===== config.mk =====
export PLATFORM = sky130hd
export DESIGN_NAME = mem_access_unit
export DESIGN_NICKNAME = d
export VERILOG_FILES = /design/src/rtl/mem_access_unit.sv
export SDC_FILE = /design/constraint.sdc
export NUM_CORES = 1
export LEC_CHECK = 0
export CAP_MARGIN = 30
export CORE_ASPECT_RATIO = 0.7
export CORE_MARGIN = 2
export CORE_UTILIZATION = 42
export CTS_CLUSTER_SIZE = 25
export DETAILED_ROUTE_END_ITERATION = 16
export PLACE_DENSITY = 0.77
export SKIP_CTS_REPAIR_TIMING = 1
export SYNTH_ARGS = -nofsm -noshare
export SYNTH_HDL_FRONTEND = slang
export SYNTH_SLANG_ARGS = --single-unit
export TNS_END_PERCENT = 10

===== constraint.sdc =====
create_clock -name clk -period 1.82 [get_ports clk]
set_clock_uncertainty 0.05 [all_clocks]
set_input_delay 0.364 -clock clk [delete_from_list [all_inputs] [get_ports clk]]
set_output_delay 0.364 -clock clk [all_outputs]
set_load 0.01 [all_outputs]

===== src/rtl/mem_access_unit.sv =====
// MEM-stage load/store engine: alignment check, one variable-latency bus access per
// request with lane enables and replicated store data, right-aligned load response.
module mem_access_unit #(
    parameter int unsigned MAX_WAIT   = 255,
    parameter bit          BIG_ENDIAN = 1'b0
) (
    input  logic        clk,
    input  logic        rst_n,
    input  logic        req_valid,
    output logic        req_ready,
    input  logic        req_we,
    input  logic [1:0]  req_size,
    input  logic        req_sign,
    input  logic [31:0] req_addr,
    input  logic [31:0] req_wdata,
    input  logic [4:0]  req_rd,
    output logic        mem_req,
    output logic        mem_we,
    output logic [31:0] mem_addr,
    output logic [3:0]  mem_be,
    output logic [31:0] mem_wdata,
    input  logic        mem_ack,
    input  logic [31:0] mem_rdata,
    output logic        rsp_valid,
    output logic [31:0] rsp_data,
    output logic [2:0]  rsp_sel,
    output logic        rsp_sign,
    output logic [4:0]  rsp_rd,
    output logic        rsp_we,
    output logic        misalign,
    output logic        bus_err,
    output logic        busy
);

    typedef enum logic [1:0] {IDLE, BUS, RESP} state_t;

    // Last count value before expiry: the MAX_WAIT-th BUS cycle is the expiry cycle.
    localparam logic [15:0] LAST_CNT = 16'(MAX_WAIT - 1);

    state_t      state_reg;
    logic [15:0] wait_cnt_reg;
    logic        we_reg;
    logic [1:0]  size_reg;
    logic        sign_reg;
    logic [4:0]  rd_reg;
    logic [1:0]  off_reg;
    logic        mem_req_reg;
    logic        mem_we_reg;
    logic [31:0] mem_addr_reg;
    logic [3:0]  mem_be_reg;
    logic [31:0] mem_wdata_reg;
    logic        rsp_valid_reg;
    logic [31:0] rsp_data_reg;
    logic [2:0]  rsp_sel_reg;
    logic        rsp_sign_reg;
    logic [4:0]  rsp_rd_reg;
    logic        rsp_we_reg;
    logic        misalign_reg;
    logic        bus_err_reg;

    logic        illegal;
    logic [1:0]  lane_off;
    logic [3:0]  lane_be;
    logic [31:0] wdata_rep;
    logic [31:0] rdata_shift;
    logic [31:0] load_data;
    logic [2:0]  sel_code;

    // Request decode: legality, lane offset, byte enables and replicated store data.
    always_comb begin
        illegal   = (req_size == 2'b11) ||
                    (req_size == 2'b01 && req_addr[0]) ||
                    (req_size == 2'b10 && req_addr[1:0] != 2'b00);
        lane_off  = 2'b00;
        lane_be   = 4'b1111;
        wdata_rep = req_wdata;
        case (req_size)
            2'b00: begin
                lane_off  = BIG_ENDIAN ? 2'd3 - req_addr[1:0] : req_addr[1:0];
                lane_be   = 4'b0001 << lane_off;
                wdata_rep = {4{req_wdata[7:0]}};
            end
            2'b01: begin
                lane_off  = BIG_ENDIAN ? 2'd2 - req_addr[1:0] : req_addr[1:0];
                lane_be   = 4'b0011 << lane_off;
                wdata_rep = {2{req_wdata[15:0]}};
            end
            default: ;
        endcase
    end

    // Load data is right-aligned from the captured lane and cut to the access size.
    always_comb begin
        rdata_shift = mem_rdata >> {off_reg, 3'b000};
        load_data   = rdata_shift;
        sel_code    = 3'b000;
        case (size_reg)
            2'b00: begin
                load_data = {24'h0, rdata_shift[7:0]};
                sel_code  = 3'b010;
            end
            2'b01: begin
                load_data = {16'h0, rdata_shift[15:0]};
                sel_code  = 3'b001;
            end
            default: ;
        endcase
    end

    always_ff @(posedge clk or negedge rst_n) begin
        if (!rst_n) begin
            state_reg     <= IDLE;
            wait_cnt_reg  <= 16'h0;
            we_reg        <= 1'b0;
            size_reg      <= 2'b00;
            sign_reg      <= 1'b0;
            rd_reg        <= 5'h0;
            off_reg       <= 2'b00;
            mem_req_reg   <= 1'b0;
            mem_we_reg    <= 1'b0;
            mem_addr_reg  <= 32'h0;
            mem_be_reg    <= 4'h0;
            mem_wdata_reg <= 32'h0;
            rsp_valid_reg <= 1'b0;
            rsp_data_reg  <= 32'h0;
            rsp_sel_reg   <= 3'b000;
            rsp_sign_reg  <= 1'b0;
            rsp_rd_reg    <= 5'h0;
            rsp_we_reg    <= 1'b0;
            misalign_reg  <= 1'b0;
            bus_err_reg   <= 1'b0;
        end else begin
            misalign_reg  <= 1'b0;
            bus_err_reg   <= 1'b0;
            rsp_valid_reg <= 1'b0;
            case (state_reg)
                IDLE: begin
                    if (req_valid) begin
                        if (illegal) begin
                            misalign_reg <= 1'b1;
                        end else begin
                            we_reg        <= req_we;
                            size_reg      <= req_size;
                            sign_reg      <= req_sign;
                            rd_reg        <= req_rd;
                            off_reg       <= lane_off;
                            mem_req_reg   <= 1'b1;
                            mem_we_reg    <= req_we;
                            mem_addr_reg  <= {req_addr[31:2], 2'b00};
                            mem_be_reg    <= lane_be;
                            mem_wdata_reg <= req_we ? wdata_rep : 32'h0;
                            wait_cnt_reg  <= 16'h0;
                            state_reg     <= BUS;
                        end
                    end
                end
                BUS: begin
                    if (mem_ack || wait_cnt_reg == LAST_CNT) begin
                        mem_req_reg   <= 1'b0;
                        mem_we_reg    <= 1'b0;
                        mem_addr_reg  <= 32'h0;
                        mem_be_reg    <= 4'h0;
                        mem_wdata_reg <= 32'h0;
                    end
                    // An ack on the expiry cycle still completes the access.
                    if (mem_ack) begin
                        rsp_valid_reg <= 1'b1;
                        rsp_data_reg  <= we_reg ? 32'h0 : load_data;
                        rsp_sel_reg   <= sel_code;
                        rsp_sign_reg  <= sign_reg & ~we_reg;
                        rsp_rd_reg    <= rd_reg;
                        rsp_we_reg    <= ~we_reg;
                        state_reg     <= RESP;
                    end else if (wait_cnt_reg == LAST_CNT) begin
                        bus_err_reg <= 1'b1;
                        state_reg   <= IDLE;
                    end else begin
                        wait_cnt_reg <= wait_cnt_reg + 16'h1;
                    end
                end
                RESP: begin
                    rsp_data_reg <= 32'h0;
                    rsp_sel_reg  <= 3'b000;
                    rsp_sign_reg <= 1'b0;
                    rsp_rd_reg   <= 5'h0;
                    rsp_we_reg   <= 1'b0;
                    state_reg    <= IDLE;
                end
                default: state_reg <= IDLE;
            endcase
        end
    end

    assign req_ready = (state_reg == IDLE);
    assign busy      = (state_reg != IDLE);
    assign mem_req   = mem_req_reg;
    assign mem_we    = mem_we_reg;
    assign mem_addr  = mem_addr_reg;
    assign mem_be    = mem_be_reg;
    assign mem_wdata = mem_wdata_reg;
    assign rsp_valid = rsp_valid_reg;
    assign rsp_data  = rsp_data_reg;
    assign rsp_sel   = rsp_sel_reg;
    assign rsp_sign  = rsp_sign_reg;
    assign rsp_rd    = rsp_rd_reg;
    assign rsp_we    = rsp_we_reg;
    assign misalign  = misalign_reg;
    assign bus_err   = bus_err_reg;

endmodule


== Word-level counts from Yosys, hierarchy flattened ==
Cells that the tools add are included.
W data, S select, Z words.

* Add/subtract/negate cells: 1
* Equal/unequal tests: 14
* Shift-type cells: 3
* Mux-type cells: 53
* Bitwise operators: 3
* Reduce and logical (&&, ||, !) cells: 18

{| class="wikitable"
|+ Operator list
! cell !! number
|-
| $pmux W32 S2 || 5
|-
| $mux W32 || 8
|-
| $mux W16 || 4
|-
| $pmux W16 S2 || 1
|-
| $shr A32 B5 Y32 || 1
|-
| $add A16 B1 Y16 const B || 1
|-
| $eq A16 B8 Y1 const B || 1
|-
| $pmux W4 S2 || 2
|-
| $mux W1 || 15
|-
| $mux W4 || 3
|-
| $ne A2 B2 Y1 const B || 6
|-
| $mux W2 || 5
|-
| $pmux W5 S2 || 1
|-
| $pmux W1 S2 || 4
|-
| $pmux W2 S2 || 2
|-
| $reduce_bool A2 Y1 || 4
|-
| $eq A2 B1 Y1 const B || 3
|-
| $eq A2 B2 Y1 const B || 3
|-
| $logic_not A2 Y1 || 3
|-
| $pmux W3 S2 || 1
|-
| $reduce_and A3 Y1 || 2
|-
| $mux W5 || 1
|-
| $reduce_and A5 Y1 || 1
|-
| $reduce_and A4 Y1 || 1
|-
| other kinds (10) || 14
|}

* Register bits: 144
* Output and inout port bits: 117
* Word-level logic and storage cells: 112

== Logic depth before layout (Yosys ltp) ==
* Depth in word-level cells: 7
* Mapped depth: 9
* Mapped depth without buffers: 6

== Worst setup path after synthesis ==
No wires, ideal clock.

* Kind: reg-to-reg
* From: register wait_cnt_reg[0]
* To: register mem_be_reg[3] (netlist: mem_be[3])
* Library setup time: 0.137 ns
* Arrival: 1.707 ns
* Data required time: 1.633 ns
* Setup slack: -0.075 ns
* Stages on the path, launching flop included: 9
* Period minus slack after synthesis: 1.895 ns
* Cells stage by stage: dfrtp_1 inv_1 ha_1 nor4b_1 nand4_1 clkbuf_1 buf_2 nand3_1 o221ai_1

* Longest elaborated chain between the ends: 4

{| class="wikitable"
|+ Ends and longest elaborated chain
! item !! line !! RTL
|-
| from (decl) || 41 || <nowiki>logic [15:0] wait_cnt_reg;</nowiki>
|-
| from (signal assigned) || 178 || <nowiki>wait_cnt_reg <= wait_cnt_reg + 16'h1;</nowiki>
|-
| $eq A16 B8 Y1 || 158 || <nowiki>if (mem_ack || wait_cnt_reg == LAST_CNT) begin</nowiki>
|-
| $logic_or A1 B1 Y1 || 158 ||
|-
| $ne A2 B2 Y1 (no line) || - ||
|-
| $reduce_and A4 Y1 (no line) || - ||
|-
| to (signal assigned) || 150 || <nowiki>mem_be_reg <= lane_be;</nowiki>
|-
| to (decl) || 50 || <nowiki>logic [3:0] mem_be_reg;</nowiki>
|}

Every way passes these cells.
A chain may end at the register's enable or synchronous reset.

== Final worst setup path ==
* From: register wait_cnt_reg[0]
* To: register mem_wdata_reg[3] (netlist: mem_wdata[3])

* Longest elaborated chain between the ends: 4

{| class="wikitable"
|+ Ends and longest elaborated chain
! item !! line !! RTL
|-
| $eq A16 B8 Y1 || 158 ||
|-
| $logic_or A1 B1 Y1 || 158 ||
|-
| $ne A2 B2 Y1 (no line) || - ||
|-
| $reduce_and A4 Y1 (no line) || - ||
|-
| to (signal assigned) || 151 || <nowiki>mem_wdata_reg <= req_we ? wdata_rep : 32'h0;</nowiki>
|-
| to (decl) || 51 || <nowiki>logic [31:0] mem_wdata_reg;</nowiki>
|}

Every way passes these cells.

==> results.json <==
{
  "dieArea_mm2": 0.0179,
  "clk_pin_slew_worst_paths_ns": 0.07,
  "grt_pass1_vias": 6514,
  "grt_max_degree": 67,
  "period_share_pct": 99.6,
  "top_layer": "met4",
  "synth_warnings": 0,
  "met2_length_mm": 10.1,
  "vias": 6616,
  "reg2reg_depth": 8,
  "power_frac_comb_pct": 32.7,
  "rsz0062_at_grt": "yes",
  "worst_pin_slew_ns": 0.788,
  "ctsLongestPathBuffers": 2,
  "synth.area.top_cells": "dfrtp_1 (50%), mux2i_1 (6.1%), a32oi_1 (5.7%)",
  "antenna_found_initial": 0,
  "crit_path_start_kind": "register",
  "drc": 0,
  "syn_inst": 703,
  "r2r_setup_slack_ns": 0.007,
  "status": "completed",
  "drv_cap": 0,
  "grt.overflow.total": 0,
  "yosysUniqueCellTypes": 58,
  "nFillCells": 1281,
  "worstHoldPathType": "input pin to asynchronous set/reset pin",
  "relSlewSlack_pct": 47.3,
  "dp_hpwl_mm": 15.5,
  "drt_iter0_markers": 521,
  "p_int_w": 0.00806,
  "p_leak_nw": 4.94,
  "syn2layout_area_growth_pct": 52.4,
  "pwr_density_cell_mw_per_mm2": 1100,
  "drive_above_1_share_pct": 15.4,
  "final_nets": 1070,
  "wirelength_mm": 22.7,
  "worst-setup-path-type": "register to register",
  "port_buffers": 222,
  "holdWs_ns": 0.396,
  "netSwitchingFraction_pct": 31.7,
  "yosys.area.top_type_share_pct": 49.9,
  "seq_power_share_pct": 37.5,
  "ios": 226,
  "die_y_um": 113,
  "clock-root-buffer": "clkbuf_16",
  "wl_met3_mm": 1.75,
  "cts_made_buffers": 17,
  "die_w_um": 159,
  "async_flop_share_pct": 100,
  "ant_nets": 0,
  "place_congestion": 0.838,
  "startpoint": "wait_cnt_reg[0]",
  "power.share.clock_pct": 29.7,
  "wl_per_cell_um": 18.9,
  "htree_levels": 4,
  "initial_core_util_pct": 43.1,
  "drtPass1Iterations": 6,
  "num_rows": 39,
  "pre_cts_slack_ns": -0.448,
  "synth-main-ff-cell": "dfrtp_1",
  "antenna_cells": 0,
  "finalHoldViolCount": 0,
  "cts_tree": "built",
  "grt_pass1_wl_mm": 34.9,
  "worstPathMaxFanout": 33,
  "stdcell_area_mm2": 0.0108,
  "cts_sinks": 141,
  "ys_seq_area_share_pct": 49.9,
  "syn-cell-area_mm2": 0.00707,
  "p_total_w": 0.0118,
  "grt_usage_pct": 24.5,
  "rr_startpoint": "wait_cnt_reg[0]",
  "critical_path_arrival_ns": 2.06,
  "syn_avg_cell_area_um2": 10.1,
  "slew_viol_final": 0,
  "finalSetupViolCount": 0,
  "via_per_inst": 5.53,
  "final.min_clock_period_ns": 1.81,
  "fmax_ghz": 0.551,
  "dpl_cell_area_mm2": 0.00993,
  "coreArea_mm2": 0.0164,
  "vdd_ir_drop_max_mv": 0.635,
  "wirelength_met1_mm": 10.4,
  "yosysTopAreaCell": "dfrtp_1",
  "crit_path_end_kind": "register",
  "r2r-end": "mem_wdata[3]",
  "p_sw_w": 0.00374,
  "required_ns": 2.07,
  "clock_latency_ns": 0.42,
  "synth_edf_count": 0,
  "fin_ws_ns": 0.00654,
  "ys_ff_latch": 141,
  "finalSetupTns_ns": 0
}
==> final cells by class <==
type	instances	area (um2)	area share, %
sequential	141	3530	32.8
multi-input combinational	428	3060	28.4
timing repair buffer	299	3030	28.2
clock buffer	19	453	4.21
tap	225	282	2.61
inverter	72	270	2.51
clock inverter	13	141	1.31
==> logic make-up after synthesis <==
logic type | count (synthesis) | synth area share, %
buffers and inverters | 136 | 8.57
muxes | 43 | 6.09
DFF | 141 | 49.9
and+or+nand+nor | 157 | 11.6
xor gates and xnor gates | 1 | 0.124
other | 1 | 0.0531
AOI/OAI and AO/OA | 222 | 23.3
adders and majority gates | 2 | 0.354
==> how the worst max path moves through the flow <==
stage	endpoint	slack, ns	depth (start not counted)
final	mem_wdata[3]	0.007	8
after global routing	mem_wdata[3]	-0.06	8
after detailed placement	mem_wdata[0]	-0.45	7
after CTS	req_ready	-0.44	3
after global placement	mem_wdata[4]	-0.37	7
after floorplan	wait_cnt_reg[8]	-0.009	7
==> cell usage in the layout (no fill, tap or decap), types with 12 or more instances in the layout <==
| master | count |
|---|---|
| a22o_1 | 23 |
| clkdlybuf4s50_1 | 191 |
| nand3_1 | 24 |
| a32oi_1 | 45 |
| buf_4 | 60 |
| clkbuf_16 | 18 |
| inv_1 | 71 |
| dlymetal6s2s_1 | 29 |
| dfrtp_1 | 139 |
| mux2i_1 | 43 |
| nand2_1 | 68 |
| o21ai_1 | 31 |
| a21oi_1 | 12 |
| o21ai_0 | 47 |
==> layer usage <==
metal	global-route usage [%]	vias up
met4	8.18	0
met1	34.3	3225
li1	-	3083
met5	0	-
met3	7.02	39
met2	36.7	269
==> cell usage after synthesis, types with 2 or more instances <==
cell type / instances
a2111oi_0: 2
a211o_1: 8
a21o_1: 3
a21oi_1: 14
a22o_1: 23
a31oi_1: 4
a32o_1: 8
a32oi_1: 46
and3b_1: 2
and4_1: 3
buf_1: 3
buf_2: 16
buf_4: 5
buf_6: 7
clkbuf_1: 30
clkbuf_2: 3
dfrtp_1: 141
ha_1: 2
inv_1: 72
mux2i_1: 43
nand2_1: 70
nand2b_1: 4
nand3_1: 24
nand4_1: 6
nor2_1: 10
nor2b_1: 10
nor3_1: 2
nor4_1: 2
nor4b_1: 2
o21ai_0: 54
o21ai_1: 24
o221ai_1: 9
o221ai_2: 8
o31ai_1: 10
or3_1: 2
or4_1: 9
==> power by group through the flow <==
stage	clock [W]	sequential (W)	combinational, W
3_5_place_dp	0	0.00444	0.00386
5_1_grt	0.00370	0.00452	0.00414
6_report	0.00351	0.00443	0.00386
4_1_cts	0.00356	0.00442	0.00388
3_3_place_gp	0	0.00443	0.00379
2_1_floorplan	0	0.00464	0.00138
==> critical path: stages, from the launching register on <==
cell and delay, ns:
dfrtp_1 0.40, inv_2 0.08, ha_4 0.13, nor4b_4 0.20, nand4_1 0.14, buf_6 0.18, buf_12 0.18, a32oi_1 0.22
o21ai_0 0.11
==> stage by stage <==
stage                     utilization, %  cells
after floorplan                        -    705
after global placement              60.6   1159
after detailed placement            60.6   1159
after CTS                           64.2   1191
after global routing                65.7   1197
final                               65.7   1197
Power figures use the tool's default switching activity.
